$ cat config.mk
export PLATFORM = sky130hd
export DESIGN_NAME = pe_mux_seq_flat
export DESIGN_NICKNAME = d
export VERILOG_FILES = /design/src/rtl/pe_pkg.sv /design/src/rtl/pe_mux_seq_if.sv /design/src/rtl/pe_mux.sv /design/src/rtl/pe_mux_seq.sv /design/src/flat_wrapper.sv
export SDC_FILE = /design/constraint.sdc
export NUM_CORES = 1
export LEC_CHECK = 0
export ABC_AREA = 1
export CORE_ASPECT_RATIO = 1.75
export CORE_MARGIN = 5
export CORE_UTILIZATION = 49
export DETAILED_ROUTE_END_ITERATION = 10
export GPL_ROUTABILITY_DRIVEN = 1
export HOLD_SLACK_MARGIN = 0.05
export PLACE_DENSITY = 0.83
export SYNTH_ARGS = -nofsm -noshare
export SYNTH_HDL_FRONTEND = slang
export SYNTH_SLANG_ARGS = --single-unit
$ cat constraint.sdc
create_clock -name clk -period 1.95 [get_ports clk]
set_clock_uncertainty 0.15 [all_clocks]
set_input_delay 0.39 -clock clk [delete_from_list [all_inputs] [get_ports clk]]
set_output_delay 0.39 -clock clk [all_outputs]
set_load 0.01 [all_outputs]
$ cat src/rtl/pe_pkg.sv
// Shared types for the PE lane selector family.
// Provides the selection-mode enum, the sequencer state enum and a helper
// that folds the reserved mode encoding onto static selection.
package pe_pkg;

  typedef enum logic [1:0] {
    PE_SEL_STATIC  = 2'b00,
    PE_SEL_SCAN_UP = 2'b01,
    PE_SEL_SCAN_DN = 2'b10,
    PE_SEL_RSVD    = 2'b11
  } pe_sel_mode_e;

  typedef enum logic {
    IDLE = 1'b0,
    EMIT = 1'b1
  } pe_mux_seq_state_e;

  // The reserved encoding behaves exactly like static selection, so it is
  // normalised once at load time and the datapath only ever sees 3 modes.
  function automatic pe_sel_mode_e pe_norm_mode(input logic [1:0] raw);
    pe_sel_mode_e m;
    m = pe_sel_mode_e'(raw);
    if (m == PE_SEL_RSVD) m = PE_SEL_STATIC;
    return m;
  endfunction

endpackage

$ cat src/rtl/pe_mux_seq_if.sv
// Handshake bundle for pe_mux_seq: vector input side, config, beat output side.
// slave  : the sequencer (consumes vectors/config, produces beats).
// master : the producer/consumer pair driving it (testbench or PE row glue).
interface pe_mux_seq_if #(
  parameter int WIDTH     = 8,
  parameter int SEL_WIDTH = 3
);
  localparam int NUM_IN = 1 << SEL_WIDTH;

  logic [WIDTH-1:0]     in_data [NUM_IN];
  logic                 in_valid;
  logic                 in_ready;
  logic [1:0]           cfg_mode;
  logic [SEL_WIDTH-1:0] cfg_sel;
  logic [SEL_WIDTH-1:0] cfg_scan_len;
  logic [WIDTH-1:0]     out_data;
  logic [SEL_WIDTH-1:0] out_sel;
  logic                 out_last;
  logic                 out_valid;
  logic                 out_ready;

  modport slave (
    input  in_data, in_valid, cfg_mode, cfg_sel, cfg_scan_len, out_ready,
    output in_ready, out_data, out_sel, out_last, out_valid
  );

  modport master (
    output in_data, in_valid, cfg_mode, cfg_sel, cfg_scan_len, out_ready,
    input  in_ready, out_data, out_sel, out_last, out_valid
  );

endinterface

$ cat src/rtl/pe_mux.sv
// Combinational PE lane selector: out_data = in_data[sel].
// Ports: in_data (NUM_IN lanes), sel (lane index), out_data (chosen lane).
// Zero latency, no flow control.
module pe_mux #(
  parameter int WIDTH     = 8,
  parameter int SEL_WIDTH = 3
) (
  input  logic [WIDTH-1:0]     in_data [1 << SEL_WIDTH],
  input  logic [SEL_WIDTH-1:0] sel,
  output logic [WIDTH-1:0]     out_data
);

  assign out_data = in_data[sel];

endmodule

$ cat src/rtl/pe_mux_seq.sv
// Sequenced lane emitter: registers a NUM_IN-lane vector, then emits one lane
// per beat (static lane, or scan up/down over lanes 0..scan_len) with index+last.
// Ports: clk, rst_n (sync, active-low), bus (pe_mux_seq_if.slave). First beat
// one cycle after load; out_ready=0 freezes the beat; next vector accepted in
// the last-beat cycle with no bubble.
module pe_mux_seq
  import pe_pkg::*;
#(
  parameter int WIDTH     = 8,
  parameter int SEL_WIDTH = 3
) (
  input  logic           clk,
  input  logic           rst_n,
  pe_mux_seq_if.slave    bus
);

  localparam int NUM_IN = 1 << SEL_WIDTH;

  pe_mux_seq_state_e    state_q, state_d;
  logic [WIDTH-1:0]     hold_q [NUM_IN];
  logic [WIDTH-1:0]     hold_d [NUM_IN];
  logic [SEL_WIDTH-1:0] cnt_q, cnt_d;
  pe_sel_mode_e         mode_q, mode_d;
  logic [SEL_WIDTH-1:0] scan_len_q, scan_len_d;

  logic                 out_vld;
  logic                 last_beat;
  logic                 beat_acc;
  logic                 load;
  logic                 in_rdy;
  logic [WIDTH-1:0]     mux_dat;
  pe_sel_mode_e         load_mode;

  assign out_vld = (state_q == EMIT);

  // Last-beat flag comes purely from registered state.
  always_comb begin
    last_beat = 1'b1;
    case (mode_q)
      PE_SEL_SCAN_UP: last_beat = (cnt_q == scan_len_q);
      PE_SEL_SCAN_DN: last_beat = (cnt_q == '0);
      default:        last_beat = 1'b1;
    endcase
  end

  assign beat_acc  = out_vld && bus.out_ready;
  // A new vector may enter while the final beat of the current one drains.
  assign in_rdy    = rst_n && (!out_vld || (beat_acc && last_beat));
  assign load      = bus.in_valid && in_rdy;
  assign load_mode = pe_norm_mode(bus.cfg_mode);

  always_comb begin
    state_d    = state_q;
    hold_d     = hold_q;
    cnt_d      = cnt_q;
    mode_d     = mode_q;
    scan_len_d = scan_len_q;
    if (load) begin
      hold_d     = bus.in_data;
      mode_d     = load_mode;
      scan_len_d = bus.cfg_scan_len;
      state_d    = EMIT;
      case (load_mode)
        PE_SEL_SCAN_UP: cnt_d = '0;
        PE_SEL_SCAN_DN: cnt_d = bus.cfg_scan_len;
        default:        cnt_d = bus.cfg_sel;
      endcase
    end else if (beat_acc) begin
      if (last_beat) begin
        state_d = IDLE;
      end else if (mode_q == PE_SEL_SCAN_UP) begin
        cnt_d = cnt_q + SEL_WIDTH'(1);
      end else if (mode_q == PE_SEL_SCAN_DN) begin
        cnt_d = cnt_q - SEL_WIDTH'(1);
      end
    end
  end

  always_ff @(posedge clk) begin
    if (!rst_n) begin
      state_q    <= IDLE;
      cnt_q      <= '0;
      mode_q     <= PE_SEL_STATIC;
      scan_len_q <= '0;
      for (int i = 0; i < NUM_IN; i++) hold_q[i] <= '0;
    end else begin
      state_q    <= state_d;
      cnt_q      <= cnt_d;
      mode_q     <= mode_d;
      scan_len_q <= scan_len_d;
      hold_q     <= hold_d;
    end
  end

  pe_mux #(
    .WIDTH     (WIDTH),
    .SEL_WIDTH (SEL_WIDTH)
  ) u_pe_mux (
    .in_data  (hold_q),
    .sel      (cnt_q),
    .out_data (mux_dat)
  );

  assign bus.in_ready  = in_rdy;
  assign bus.out_valid = out_vld;
  assign bus.out_data  = out_vld ? mux_dat : '0;
  assign bus.out_sel   = out_vld ? cnt_q : '0;
  assign bus.out_last  = out_vld && last_beat;

endmodule

$ cat src/flat_wrapper.sv
// flat-port wrapper written by rule: the top's interface ports become plain ports
module pe_mux_seq_flat import pe_pkg::*;
#(
  parameter int WIDTH     = 8,
  parameter int SEL_WIDTH = 3
)
  (clk, rst_n, bus_in_data, bus_in_valid, bus_cfg_mode, bus_cfg_sel, bus_cfg_scan_len, bus_out_ready, bus_in_ready, bus_out_data, bus_out_sel, bus_out_last, bus_out_valid);
  pe_mux_seq_if #(.WIDTH(WIDTH), .SEL_WIDTH(SEL_WIDTH)) bus_i ();
  input  logic clk;
  input  logic rst_n;
  input wire logic [$bits(bus_i.in_data)-1:0] bus_in_data;
  input wire logic [$bits(bus_i.in_valid)-1:0] bus_in_valid;
  input wire logic [$bits(bus_i.cfg_mode)-1:0] bus_cfg_mode;
  input wire logic [$bits(bus_i.cfg_sel)-1:0] bus_cfg_sel;
  input wire logic [$bits(bus_i.cfg_scan_len)-1:0] bus_cfg_scan_len;
  input wire logic [$bits(bus_i.out_ready)-1:0] bus_out_ready;
  output wire logic [$bits(bus_i.in_ready)-1:0] bus_in_ready;
  output wire logic [$bits(bus_i.out_data)-1:0] bus_out_data;
  output wire logic [$bits(bus_i.out_sel)-1:0] bus_out_sel;
  output wire logic [$bits(bus_i.out_last)-1:0] bus_out_last;
  output wire logic [$bits(bus_i.out_valid)-1:0] bus_out_valid;
  assign bus_i.in_data = {>>{bus_in_data}};
  assign bus_i.in_valid = bus_in_valid;
  assign bus_i.cfg_mode = bus_cfg_mode;
  assign bus_i.cfg_sel = bus_cfg_sel;
  assign bus_i.cfg_scan_len = bus_cfg_scan_len;
  assign bus_i.out_ready = bus_out_ready;
  assign bus_in_ready = bus_i.in_ready;
  assign bus_out_data = bus_i.out_data;
  assign bus_out_sel = bus_i.out_sel;
  assign bus_out_last = bus_i.out_last;
  assign bus_out_valid = bus_i.out_valid;
  pe_mux_seq #(.WIDTH(WIDTH), .SEL_WIDTH(SEL_WIDTH)) u_core (.clk(clk), .rst_n(rst_n), .bus(bus_i));
endmodule
Word-level counts from Yosys, hierarchy flattened
Cells that the tools add are included.
{ "word_totals": {"ff_bits": 73, "out_inout_bits": 14} }
{ "op_classes": {"n_reduce_logical": 13, "bitwise_logic": 1, "n_mux": 16, "magnitude_cmp": 1, "add_sub_neg": 2, "n_eq_ne": 7} }
{ "ops": {"columns": ["op", "count"], "rows": [
  ["$bmux W8 S3", 1],
  ["$mux W8", 3],
  ["$mux W3", 6],
  ["$eq A2 B2 Y1 const B", 3],
  ["$pmux W3 S2", 1],
  ["$logic_and A1 B1 Y1", 5],
  ["$eq A2 B1 Y1 const B", 2],
  ["$ge A4 B4 Y1 const B", 1],
  ["$not A3 Y4", 1],
  ["$reduce_bool A2 Y1", 2],
  ["$add A3 B1 Y3 const B", 1],
  ["$eq A3 B3 Y1", 1],
  ["$logic_not A3 Y1", 1],
  ["$mux W1", 3],
  ["$reduce_and A3 Y1", 1],
  ["$reduce_bool A3 Y1", 1],
  ["$sub A3 B1 Y3 const B", 1],
  ["$mux W2", 1],
  ["$ne A2 B2 Y1 const B", 1],
  ["$pmux W1 S2", 1],
  ["$reduce_and A2 Y1", 1],
  ["$logic_not A1 Y1", 1],
  ["$logic_or A1 B1 Y1", 1]
]} }

Logic depth before layout (Yosys ltp)
Gate-level depths: netlist (run 1).
{ "depth": {"word_depth": 8, "ltp_mapped": 13} }

Cells and area by module
From an unflattened synthesis (run 1), not the netlist that was laid out.
{ "unflattened": {"hier_cells": 635, "hier_area_um2": 3932.5} }
{ "by_module_without_submodules": {"columns": ["module", "instances", "area_each_um2", "cells_each"], "rows": [
  ["pe_mux_seq", 1, 2999.1, 421],
  ["pe_mux", 1, 933.4, 214]
]} }

Least setup slack after synthesis (run 1)
OpenSTA, ideal clock, no wires.
{ "synth_path": {"path_kind": "reg2out", "from": "reg u_core.cnt_q[0]", "to": "out bus_out_data[4]", "path_stages_with_launch": 7, "setup_slack_ns": 0.123, "required_ns": 1.410, "arrival_time_ns": 1.287, "cell_sequence": "dfxtp_1 -> buf_4 -> clkbuf_1 -> nor2_1 -> o32ai_1 -> nand3_1 -> nand2_1"} }
{ "synth_between": {"elab_chain_len": 5} }
{ "synth_rtl": {"columns": ["item", "line_no", "source"], "rows": [
  ["start, declared", "pe_mux_seq.sv:22", "logic [SEL_WIDTH-1:0] cnt_q, cnt_d;"],
  ["start signal, assigned", "pe_mux_seq.sv:88", "cnt_q <= cnt_d;"],
  ["$not A3 Y4 (not written as such)", "pe_mux.sv:13", "assign out_data = in_data[sel];"],
  ["$bmux W8 S3", "pe_mux.sv:13", null],
  ["$mux W8 (not written as such) (2 in a row)", "pe_mux.sv:13", null],
  ["$mux W8", "pe_mux_seq.sv:106", "assign bus.out_data = out_vld ? mux_dat : '0;"],
  ["end, declared", "flat_wrapper.sv:18", "output wire logic [$bits(bus_i.out_data)-1:0] bus_out_data;"]
]} }
No other way between the ends. The select of a mux whose other input is x is not followed.

Worst setup path after layout (run 1)
{ "layout_path": {"from": "reg u_core.cnt_q[0]", "to": "out bus_in_ready"} }
{ "layout_between": {"elab_chain_len": 5} }
{ "layout_rtl": {"columns": ["item", "line_no", "source"], "rows": [
  ["$eq A3 B3 Y1 / $logic_not A3 Y1 (equally long branches)", "pe_mux_seq.sv:40, pe_mux_seq.sv:41", null],
  ["$pmux W1 S2 (*)", "pe_mux_seq.sv:39", "case (mode_q)"],
  ["$logic_and A1 B1 Y1 (*)", "pe_mux_seq.sv:48", "assign in_rdy = rst_n && (!out_vld || (beat_acc && last_beat));"],
  ["$logic_or A1 B1 Y1 (*)", "pe_mux_seq.sv:48", null],
  ["$logic_and A1 B1 Y1 (*)", "pe_mux_seq.sv:48", null],
  ["end, declared", "flat_wrapper.sv:17", "output wire logic [$bits(bus_i.in_ready)-1:0] bus_in_ready;"]
]} }
Every way passes the cells marked *; elsewhere a longest branch is shown, timed or not.

==> results of run 1 <==
==> registers in the layout, indices dropped and copies added, names as in the netlist <==
signal,count
u_core.bus.out_valid,1
u_core.cnt_q,3
u_core.hold_q,64
u_core.mode_q,2
u_core.scan_len_q,3
==> layout by cell type, fill, tap and decap left out, types with 2 or more instances in the layout <==
master and n:
clkinvlp_4 2, inv_2 3, nor2_1 39, dlygate4sd2_1 2, nor2_2 12, o21ai_0 11, buf_2 12, o21ai_1 9
buf_4 25, buf_6 10, o32ai_1 3, a21oi_2 4, nand2_1 100, nand3_2 8, nand3_1 137, buf_16 3
dfxtp_2 3, a21oi_1 3, nand2_2 5, buf_12 11, inv_1 17, o32ai_2 13, o31ai_1 2, clkbuf_16 16
dfxtp_1 69, o21ai_2 2, clkdlybuf4s50_1 73, nor2_4 4, ha_1 4
==> cells by family (layout without fill, tap and decap cells) <==
logic type                 after synthesis  after routing  share of synthesized area (%)
xor gates and xnor gates                 2              2                          0.498
buffers and inverters                   64            185                           8.14
AOI/OAI and AO/OA                       48             48                           8.78
DFF                                     73             73                           41.5
and+or+nand+nor                        310            310                           38.7
adders and majority gates                6              6                           2.35
==> critical path: stages (launching register included) <==
cell	delay, ps
dfxtp_4	440
inv_8	60
buf_6	120
nand2_2	50
nand2_1	50
nor2_1	120
nand2_2	80
nand2_2	60
nand2_2	70
a21oi_4	180
buf_6	120
==> metrics by stage <==
| stage | area, sq um | TNS, ps |
|---|---|---|
| after global routing | 5660 | -18350 |
| final | 5660 | -10830 |
| after CTS | 5320 | -2280 |
| after global placement | 4630 | -10340 |
| after floorplan | 3520 | 0 |
| after detailed placement | 4630 | -12830 |
==> layout make-up <==
type | count | area, sq um
Timing Repair Buffer | 147 | 1660
Fill cell | 461 | 1470
Clock buffer | 10 | 229
Sequential cell | 73 | 1470
Clock inverter | 6 | 67.6
Multi-Input combinational cell | 366 | 2040
Inverter | 22 | 90.1
Tap cell | 86 | 108
==> power breakdown <==
| part | total, mW | leakage (nW) | internal [mW] | switching [mW] |
|---|---|---|---|---|
| sequential | 1.72 | 0.605 | 1.61 | 0.109 |
| clock | 1.66 | 0.139 | 0.995 | 0.666 |
| combinational | 1.06 | 1.89 | 0.553 | 0.509 |
| total | 4.45 | 2.63 | 3.16 | 1.29 |
==> path summary, 6_finish.rpt <==
| check | from | endpoint | slack, ps | cells after the start |
|---|---|---|---|---|
| max | u_core.cnt_q[0]$_SDFFE_PN0P_ | bus_in_ready | -290 | 10 |
| max reg2reg | u_core.cnt_q[0]$_SDFFE_PN0P_ | u_core.hold_q[39]$_SDFFE_PN0P_ | -210 | 14 |
| min reg2reg | u_core.hold_q[18]$_SDFFE_PN0P_ | u_core.hold_q[18]$_SDFFE_PN0P_ | 320 | 2 |
| min | rst_n | u_core.cnt_q[1]$_SDFFE_PN0P_ | 220 | 3 |
==> timing repair <==
| item | in CTS | in global routing |
|---|---|---|
| setup endpoints to repair | 73 | 85 |
| buffers inserted | 9 | 3 |
| resized for setup | 97 | 52 |
| pin swaps | 11 | 12 |
| gates cloned | 5 | 10 |
==> layer usage <==
| metal | wire length [microns] | GRT usage, % |
|---|---|---|
| met5 | 0 | 0 |
| met4 | 1060 | 19.4 |
| met3 | 926 | 3.47 |
| met2 | 7550 | 48.8 |
| met1 | 4770 | 29.7 |
==> summary.md, run 1 <==
| Metric | Value |
|---|---|
| Core footprint | 0.00713 sq mm |
| Clk sink count | 73 |
| Crit. End Element | output port |
| Clock tree buffer depth | 2 |
| Initial DRC count | between 500 and 600 |
| Initial antenna violation count | 0 |
| Hold Crit Class | in -> reg |
| Max cap viols | 0 |
| Share of post-route cells with drive strength above 1 | approximately a quarter |
| LEAKAGE | 2.63 nW |
| Final Setup Violations | 80 |
| Syn nets | approximately 590 |
| Overall die width | 74.1 microns |
| Syn. warnings | 0 |
| Pre-CTS WS | -319 ps |
| Clk slew on worst S/H paths | ~60 ps |
| Fin. Hold Viols | 0 |
| Count of input and output buffers | 89 |
| Drt drc | 0 |
| Tmin final | 2240 ps |
| Kind of critical path | reg -> out |
| Failing checks | negative setup slack |
| Fmax | 0.446 GHz |
| DP HPWL | 7910 microns |
| Pins Over Slew Limit | 0 |
| Cells after DPL | 669 |
| EDFF count, synth | 0 |
| CTS tree | built |
| Via/cell ratio | 5.95 |
| Overall power | roughly 4.4 mW |
| Detailed Routing Iterations Pass 1 | 5 |
| Async S/R FF share, synth | 0% |
| Least-Margin Pin Slew | 465 ps |
| Vias in the first global route | 3,974 |
| Routed WL | 14,300 microns |
| Final ANT Viol Nets | 0 |
| Crit path DAT | 1700 ps |
| Synth cell types | 25 |
| Ant diodes | 0 |
| Cell taking the most area after synthesis | dfxtp_1 |
| Die area | 0.00904 sq mm |
| Clk_lat worst skew | 340 ps |
| Io pins | 90 |
| Hold Buf Count CTS | 0 |
| Initial core utilization | 49.3% |
| Final WS setup | -291 ps |
| Flop and latch count out of synthesis | 73 |
| Most frequent cells after synthesis | nand3_1 (146), nand2_1 (105), dfxtp_1 (73), nor2_1 (55), clkbuf_1 (28) |
| WP data required | 1410 ps |
| Hold WS | 215 ps |
| CP startpoint kind | flip-flop |
| Clk root buf | clkbuf_16 |
| Nets@finish | 701 |
| Most common cell in the netlist | nand3_1 |
| Fin crit share | 115% |
| Util after Layout | between 70% and 80% |
| Cells after Synth | just over 500 |
| Mean Syn Cell Area | 6.99 sq um |
| Site Rows | 41 |
| Syn Std Cell Area | 0.00352 sq mm |
| TritonCTS buffer count | 9 |
| Synth Flop Type | dfxtp_1 |
| GRT Overall Usage | between 20 and 30% |
| Area Overhead vs Synth | 61.0% |
| Global-route wire length before repair | between 15,000 and 20,000 microns |
| Routed WL per cell | 20.1 microns |
| Register area share after synthesis | between 40% and 50% |
| RSZ-0062 raised after global routing | true |
| Vias | 4,221 |
| Headroom to the max-slew limit | 69.0% |
| Power Density | between 700 and 800 mW/mm^2 |
| Die height | 122 microns |
| Peak VDD IR | a little under 0.0006 V |
| Top cell type's share of synthesized area | 41.5% |
| Area contributors post-synth | dfxtp_1 (42%), nand3_1 (21%), nand2_1 (11%), nor2_1 (5.9%), o32ai_1 (4.0%) |
| Non-filler cells, final | 710 |
| GP Congestion | 0.885 |
| Total grt overflow | 0 |
| Htree depth | 3 |
| Status | finished, violations left |
| Worst Path Max Fanout | 4 |
| Largest net degree at the start of global routing | 40 |
Power figures use the tool's default switching activity.
==> inputs of run 2 (changes only) <==
Settings changed: HOLD_SLACK_MARGIN 0.05 to 0.02.
==> results of run 2 <==
Same layout as run 1: the final DEF is identical, and so are final timing and power.
